[config.mk]
export PLATFORM = sky130hd
export DESIGN_NAME = bram_blocks_rr_sched
export DESIGN_NICKNAME = d
export VERILOG_FILES = /design/src/rtl/bram_blocks_rr_sched.sv
export SDC_FILE = /design/constraint.sdc
export NUM_CORES = 1
export LEC_CHECK = 0
export CORE_UTILIZATION = 38
export CTS_CLUSTER_DIAMETER = 150
export CTS_CLUSTER_SIZE = 8
export DETAILED_ROUTE_END_ITERATION = 6
export HOLD_SLACK_MARGIN = 0.06
export PLACE_DENSITY = 0.82
export RECOVER_POWER = 100
export REMOVE_ABC_BUFFERS = 1
export SLEW_MARGIN = 20
export SYNTH_ARGS = -nofsm -noshare
export SYNTH_HDL_FRONTEND = slang
export SYNTH_SLANG_ARGS = --single-unit
export TNS_END_PERCENT = 30
[constraint.sdc]
create_clock -name clk_in -period 2 [get_ports clk_in]
set_input_delay 0.3 -clock clk_in [delete_from_list [all_inputs] [get_ports clk_in]]
set_output_delay 0.3 -clock clk_in [all_outputs]
set_load 0.1 [all_outputs]
[src/rtl/bram_blocks_rr_sched.sv]
// Round-robin read scheduler and write serialiser in front of a dual-port block BRAM streamer.
// Every read or write pass covers all NUM_BLOCKS blocks, so the streamer address counters always end back at block 0.
`timescale 1ns/1ps

module bram_blocks_rr_sched #(
    parameter int REGISTER_SIZE = 32,
    parameter int NUM_BLOCKS    = 128,
    parameter int NUM_CLIENTS   = 2
) (
    input  logic                     clk_in,
    input  logic                     rst_n_in,
    input  logic [NUM_CLIENTS-1:0]   rd_req_in,
    output logic [NUM_CLIENTS-1:0]   rd_grant_out,
    output logic [REGISTER_SIZE-1:0] rd_block_out,
    output logic [NUM_CLIENTS-1:0]   rd_block_valid_out,
    output logic [NUM_CLIENTS-1:0]   rd_pass_done_out,
    input  logic                     wr_valid_in,
    input  logic [REGISTER_SIZE-1:0] wr_block_in,
    output logic                     wr_ready_out,
    output logic                     wr_pass_done_out,
    output logic                     bram_rst_out,
    output logic                     bram_read_next_out,
    output logic                     bram_write_next_out,
    output logic [REGISTER_SIZE-1:0] bram_write_block_out,
    input  logic [REGISTER_SIZE-1:0] bram_read_block_in,
    input  logic                     bram_read_valid_in
);

    localparam int CNT_W    = $clog2(NUM_BLOCKS) + 1;
    localparam int CLIENT_W = $clog2(NUM_CLIENTS);
    localparam logic [CNT_W-1:0] CNT_ONE   = CNT_W'(1);
    localparam logic [CNT_W-1:0] LAST_BLK  = CNT_W'(NUM_BLOCKS - 1);
    localparam logic [CNT_W-1:0] FULL_PASS = CNT_W'(NUM_BLOCKS);

    typedef enum logic [1:0] {IDLE, WRITE, RD_ISSUE, RD_DRAIN} state_t;

    state_t              state;
    logic [1:0]          rst_sync;
    logic [CNT_W-1:0]    wr_cnt;
    logic [CNT_W-1:0]    iss_cnt;
    logic [CNT_W-1:0]    ret_cnt;
    logic [CNT_W-1:0]    ret_next;
    logic [CLIENT_W-1:0] rr_ptr;
    logic [CLIENT_W-1:0] grant_idx;
    logic [CLIENT_W-1:0] pick_idx;
    logic                wr_accept;

    // First requester after ptr, searching ptr+1, ptr+2, ... modulo NUM_CLIENTS.
    function automatic logic [CLIENT_W-1:0] rr_pick(input logic [NUM_CLIENTS-1:0] req,
                                                    input logic [CLIENT_W-1:0]    ptr);
        logic [CLIENT_W-1:0] pick;
        int                  idx;
        pick = ptr;
        for (int i = NUM_CLIENTS; i >= 1; i--) begin
            idx = (int'(ptr) + i) % NUM_CLIENTS;
            if (req[idx]) pick = CLIENT_W'(idx);
        end
        return pick;
    endfunction

    // Streamer reset is held for two edges after release so its counters restart at block 0.
    assign bram_rst_out = ~rst_sync[1];

    // The write-done cycle is a one-cycle bubble: no new write, but reads may arbitrate.
    assign wr_ready_out = ~bram_rst_out & ~wr_pass_done_out &
                          ((state == IDLE) || (state == WRITE));
    assign wr_accept            = wr_valid_in & wr_ready_out;
    assign bram_write_next_out  = wr_accept;
    assign bram_write_block_out = wr_block_in;

    assign bram_read_next_out = (state == RD_ISSUE);
    assign rd_block_out       = bram_read_block_in;
    assign rd_block_valid_out = bram_read_valid_in ? rd_grant_out : '0;

    assign ret_next = ret_cnt + CNT_W'(bram_read_valid_in);
    assign pick_idx = rr_pick(rd_req_in, rr_ptr);

    always_ff @(posedge clk_in or negedge rst_n_in) begin
        if (!rst_n_in) begin
            state            <= IDLE;
            rst_sync         <= 2'b00;
            wr_cnt           <= '0;
            iss_cnt          <= '0;
            ret_cnt          <= '0;
            rr_ptr           <= '0;
            grant_idx        <= '0;
            rd_grant_out     <= '0;
            rd_pass_done_out <= '0;
            wr_pass_done_out <= 1'b0;
        end else begin
            rst_sync         <= {rst_sync[0], 1'b1};
            wr_pass_done_out <= 1'b0;
            rd_pass_done_out <= '0;
            case (state)
                IDLE: begin
                    if (wr_accept) begin
                        wr_cnt <= CNT_ONE;
                        state  <= WRITE;
                    end else if (!bram_rst_out && (|rd_req_in)) begin
                        grant_idx    <= pick_idx;
                        rd_grant_out <= NUM_CLIENTS'(1) << pick_idx;
                        iss_cnt      <= '0;
                        ret_cnt      <= '0;
                        state        <= RD_ISSUE;
                    end
                end
                WRITE: begin
                    if (wr_accept) begin
                        if (wr_cnt == LAST_BLK) begin
                            wr_cnt           <= '0;
                            wr_pass_done_out <= 1'b1;
                            state            <= IDLE;
                        end else begin
                            wr_cnt <= wr_cnt + CNT_ONE;
                        end
                    end
                end
                RD_ISSUE: begin
                    ret_cnt <= ret_next;
                    if (iss_cnt == LAST_BLK) begin
                        iss_cnt <= '0;
                        state   <= RD_DRAIN;
                    end else begin
                        iss_cnt <= iss_cnt + CNT_ONE;
                    end
                end
                RD_DRAIN: begin
                    ret_cnt <= ret_next;
                    // Finish on the edge that accepts the last return, so done lands one cycle after it.
                    if (ret_next >= FULL_PASS) begin
                        rd_pass_done_out <= rd_grant_out;
                        rd_grant_out     <= '0;
                        rr_ptr           <= grant_idx;
                        ret_cnt          <= '0;
                        state            <= IDLE;
                    end
                end
                default: state <= IDLE;
            endcase
        end
    end

endmodule

==> flow_summary.json, run 1 <==
{
  "ys_warn_count": 0,
  "cpLargestDelayFamily": "buffers and inverters",
  "setup_viol": 0,
  "grt_antenna_before_repair": 0,
  "regArea_um2": 876,
  "coreArea_um2": 5960,
  "max_stage_delay_ns": 0.48,
  "synth_xor_area_frac": 0,
  "synth.distinct_cells": 52,
  "power.density_nw_per_um2": 789,
  "final_cells": 310,
  "num_rows": 28,
  "place_inst": 302,
  "synthCells": 268,
  "cp-end-kind": "primary output",
  "async_flop_share": 1.00,
  "grt-ovfl-total": 0,
  "synth.largest_area_cell": "dfrtp_1",
  "vias": 1825,
  "drtIter0Drc": 139,
  "synth_edf_count": 0,
  "grt_pass1_vias": 1617,
  "p_sw_frac": 0.275,
  "p_sw_uw": 488,
  "chipWidth_um": 80.7,
  "cts_buffer_depth": 2,
  "peakVddDrop_mv": 0.520,
  "clock_sinks": 35,
  "cts_buffers": 5,
  "fillers": 628,
  "post-route-util": 0.377,
  "seq_power_share": 0.489,
  "clk_latency_ns": 0.30,
  "worstPathCellList": "buf_4, nand2b_1, inv_1, buf_6",
  "cts.htree.levels": 2,
  "ant_nets": 0,
  "cts_setup_buffers": 0,
  "post-route-period-util": 0.932,
  "syn_avg_cell_area_um2": 8.78,
  "multi_input_area_um2": 917,
  "synth-main-ff-cell": "dfrtp_1",
  "tritoncts": "built",
  "final_nets": 308,
  "synth-simple-area-share": 0.191,
  "rsz0062_at_grt": "false",
  "gp_congestion": 1.01,
  "cp.buffers_inverters": 3,
  "start_util": 0.395,
  "synth.area.top_cells": "dfrtp_1 (37%), buf_4 (21%), nand2_1 (4.8%)",
  "ys_seq_area_frac": 0.372,
  "power.leakage_nw": 1.02,
  "clkPwrFrac": 0.377,
  "finalWirelength_mm": 9.10,
  "die_h_um": 80.7,
  "start_kind": "flip-flop",
  "route.detailed.drc": 0,
  "wl_per_cell_um": 29.4,
  "clock_skew_ns": 0.00982,
  "required_ns": 1.70,
  "diodes": 0,
  "dr.pass1.iters": 4,
  "arrival_ns": 1.56,
  "critPathMaxFanout": 13,
  "path_clk_slew_ns": 0.07,
  "tightest_slew_ns": 0.866,
  "hold_class": "flip-flop to flip-flop",
  "synth_fa_ha_area_frac": 0.0213,
  "portBuffers": 16,
  "synthMuxAreaShare": 0.0154,
  "die_area_um2": 6510,
  "dp_hpwl_mm": 7.78,
  "avgViaCountPerCell": 5.89,
  "ys_seq_elements": 35,
  "relSlewSlack": 0.422,
  "grt_max_degree": 36,
  "cap_viol_max_count": 0,
  "power_mw": 1.77,
  "worstSetupPathType": "flip-flop to primary output",
  "synthToLayoutAreaGrowth_pct": -4.52,
  "ios": 145,
  "max_freq_ghz": 0.537,
  "drv_slew": 0,
  "outcome": "finished, final reports clean",
  "synth-compound-area-share": 0.164,
  "grt_pass1_wl_mm": 12.1,
  "synth_top_family_by_area": "buffers and inverters",
  "cts_root_buffer": "clkbuf_8",
  "drive_gt1_frac": 0.162,
  "grt_usage": 0.289,
  "critPathSlowestCell": "dfrtp_1",
  "synth.top_cell.area_share": 0.372,
  "finalCriticalPeriod_ns": 1.86,
  "power.internal_mw": 1.28,
  "p_comb_frac": 0.133,
  "syn_area_um2": 2350,
  "hold_viol": 0
}
==> synthesized netlist by cell type (3+ instances only) <==
library cell and number:
o31ai_1 3, and2_1 3, o22ai_1 5, and3_1 3, buf_2 3, a31oi_1 3, dfrtp_1 35, o21bai_1 3
or3_1 3, nand3_1 11, ha_1 4, nand2b_1 4, nand4_1 3, nor3_1 3, a21oi_1 8, inv_1 8
nor2_1 10, nand2_1 30, buf_4 65, o21ai_0 18, clkbuf_1 4
==> power by group through the flow <==
| stage | combinational (mW) | sequential [mW] | clock, mW |
|---|---|---|---|
| after floorplan | 0.166 | 0.858 | 0 |
| after global placement | 0.235 | 0.880 | 0 |
| after detailed placement | 0.246 | 0.881 | 0 |
| after CTS | 0.246 | 0.868 | 0.679 |
| after global routing | 0.269 | 0.875 | 0.709 |
| final | 0.237 | 0.867 | 0.669 |
==> cells by family after synthesis <==
| kind of cell | after synthesis |
|---|---|
| muxes | 3 |
| adders and majority gates | 4 |
| buffers and inverters | 81 |
| and+or+nand+nor | 85 |
| AOI/OAI and AO/OA | 59 |
| other | 1 |
| DFF | 35 |
==> through the flow <==
stage	hold WS [ns]	setup TNS, ns	cell area [µm²]	setup slack [ns]
after floorplan	0.00441	-14.30	1840	-1.26
after global placement	0.333	-0.421	2240	-0.103
after detailed placement	0.336	-0.744	2240	-0.179
after CTS	0.351	0	2350	0.127
after global routing	0.372	0	2250	0.0423
final	0.347	0	2250	0.137
==> state kept, by name (all words and copies together), names as in the netlist <==
name,flops
iss_cnt,8
rr_ptr,1
grant_idx,1
state,2
wr_cnt,8
ret_cnt,8
rd_pass_done_out,2
rst_sync,2
rd_grant_out,2
wr_pass_done_out,1
==> layout by cell type (no fill, tap or decap), drive strengths merged, types with 5 or more instances in the layout <==
cell type / Yosys / layout
dfrtp: 35 / 35
nand2: 31 / 31
clkbuf: 4 / 21
o21ai: 19 / 19
nand3: 12 / 12
buf: 68 / 11
nor2: 10 / 10
inv: 9 / 9
a21oi: 8 / 8
o22ai: 5 / 5
==> final cells by class <==
class	count	area share
multi-input combinational	152	0.408
clock buffer	6	0.0367
inverter	9	0.0150
timing repair buffer	31	0.0930
tap	75	0.0418
clock inverter	2	0.0156
sequential	35	0.390
==> what timing repair did <==
action	in CTS	in global routing
resized for setup	0	1
endpoints found under the setup margin	0	1
hold buffers	0	0
endpoints found under the hold margin	0	0
==> layer usage <==
metal  track usage  part of all wire  wire [µm]
met1         0.269              0.30       2690
met2         0.357              0.35       3170
met3         0.333              0.27       2410
met4         0.180             0.086        780
met5        0.0583            0.0058         53
==> final timing paths <==
path | from | endpoint | slack [ns] | depth (start not counted)
max | state[1] | bram_read_next_out | 0.14 | 4
min | rst_sync[0] | rst_sync[1] | 0.35 | 0
max reg2reg | state[1] | wr_cnt[5] | 0.26 | 5
min reg2reg | rst_sync[0] | rst_sync[1] | 0.35 | 0
max in group asynchronous | rst_n_in | grant_idx | 0.80 | 2
min in group asynchronous | rst_n_in | rd_pass_done_out[1] | 0.64 | 2
Note: power is estimated with default switching activity, not from simulation.
==> run 2: changes to the inputs <==
Settings changed: CORE_MARGIN set to 3, CORE_UTILIZATION 38 to 63, DONT_BUFFER_PORTS set to 1, PLACE_DENSITY 0.82 to 0.79.
==> run 2 against run 1 <==
- sequential share of layout area up 2.0 points
- flip-flop and latch count stayed put
- clock power shrank 14%
- die area is 31% lower
- largest power group unchanged
- critical endpoint is now rr_ptr
- power down 6.5%
- maximum frequency is 1.1% lower
==> flow_summary.json, run 2 (same netlist as run 1, synthesis figures left out) <==
{
  "drive_gt1_frac": 0.154,
  "layout_common_cells": "dfrtp_1 (35), nand2_1 (30), o21ai_0 (18)",
  "p_sw_uw": 476,
  "diodes": 0,
  "worstSetupPathType": "flip-flop to flip-flop",
  "grt_pass1_wl_mm": 12.2,
  "finalWirelength_mm": 9.07,
  "final_nets": 294,
  "top_regs": "iss_cnt x8, ret_cnt x8, wr_cnt x8",
  "required_ns": 2.18,
  "dr.pass1.iters": 4,
  "cp-end-kind": "flip-flop",
  "wl_per_cell_um": 34.0,
  "multi_input_area_um2": 926,
  "start_util": 0.679,
  "tightest_slew_ns": 0.883,
  "dp_slack_ns": 0.144,
  "num_rows": 21,
  "arrival_ns": 2.06,
  "cts_buffer_depth": 2,
  "regArea_um2": 876,
  "ios": 145,
  "power_mw": 1.66,
  "setup_viol": 0,
  "post-route-util": 0.616,
  "final_cells": 267,
  "final_common_cell": "dfrtp_1",
  "grt_antenna_before_repair": 0,
  "grt-ovfl-total": 0,
  "cts_setup_buffers": 0,
  "drtIter0Drc": 104,
  "grt_usage": 0.423,
  "ctsHoldBuffers": 2,
  "clock_skew_ns": 0.00929,
  "gp_congestion": 1.02,
  "place_area_um2": 2070,
  "start_kind": "flip-flop",
  "fillers": 299,
  "max_stage_delay_ns": 0.57,
  "coreArea_um2": 3470,
  "grt_pass1_vias": 1619,
  "seq_power_share": 0.523,
  "die_h_um": 67.1,
  "cts.htree.levels": 2,
  "clk_latency_ns": 0.30,
  "post-route-period-util": 0.942,
  "outcome": "finished, final reports clean",
  "drv_slew": 0,
  "clock_sinks": 35,
  "route.detailed.drc": 0,
  "die_area_um2": 4510,
  "hold_viol": 0,
  "setup_ws_ns": 0.115,
  "finalCriticalPeriod_ns": 1.88,
  "power.internal_mw": 1.18,
  "power.density_nw_per_um2": 776,
  "portBuffers": 0,
  "ctsResizeCount": 0,
  "avgViaCountPerCell": 6.64,
  "tns_ns": 0,
  "p_sw_frac": 0.287,
  "dp_hpwl_mm": 7.57,
  "critPathMaxFanout": 8,
  "critPathSlowestCell": "or4_4",
  "tritoncts": "built",
  "power.leakage_nw": 0.970,
  "place_inst": 257,
  "rsz0062_at_grt": "false",
  "chipWidth_um": 67.1,
  "whs_ns": 0.310,
  "peakVddDrop_mv": 0.621,
  "clkPwrFrac": 0.346,
  "cap_viol_max_count": 0,
  "cts_buffers": 5,
  "worstPathCellList": "ha_1, nand3_2, or4_4, nand2_2, mux2_4",
  "max_freq_ghz": 0.531,
  "vias": 1772,
  "hold_class": "primary input to flip-flop",
  "synthToLayoutAreaGrowth_pct": -9.20,
  "cts_root_buffer": "clkbuf_8",
  "design_area_um2": 2140,
  "p_comb_frac": 0.131,
  "grt_max_degree": 36,
  "relSlewSlack": 0.411,
  "ant_nets": 0,
  "path_clk_slew_ns": 0.08
}
run 2: layout make-up:
cell class	count	area share
multi-input combinational	152	0.433
sequential	35	0.410
timing repair buffer	17	0.0673
clock buffer	8	0.0468
tap	46	0.0269
inverter	9	0.0158
run 2: worst max-delay path: cells and delay by family (launching register included):
kind                       cells  cell delay, ns
DFF                            1            0.35
and+or+nand+nor                3            0.90
muxes                          1            0.31
adders and majority gates      1            0.20
run 2: worst paths after layout:
check | start | to | slack [ns] | cells past startpoint
hold / removal | rd_req_in[0] | rd_grant_out[1] | 0.31 | 3
setup / recovery | ret_cnt[0] | rr_ptr | 0.12 | 5
hold reg to reg | rst_sync[0] | rst_sync[1] | 0.36 | 0
setup reg to reg | ret_cnt[0] | rr_ptr | 0.12 | 5
max in group asynchronous | rst_n_in | wr_cnt[0] | 0.78 | 2
min in group asynchronous | rst_n_in | ret_cnt[4] | 0.66 | 2
run 2: power groups by stage:
stage	clock network, mW	logic (mW)	registers (mW)
after floorplan	0	0.166	0.858
after global placement	0	0.196	0.872
after detailed placement	0	0.199	0.876
after CTS	0.581	0.222	0.862
after global routing	0.613	0.247	0.876
final	0.574	0.217	0.868
run 2: routing by layer:
metal | global-route usage | share of wire | up-vias
met5 | 0.0500 | 0 | -
met2 | 0.563 | 0.40 | 133
met3 | 0.470 | 0.24 | 49
met1 | 0.317 | 0.25 | 817
met4 | 0.385 | 0.11 | 0
li1 | - | - | 773
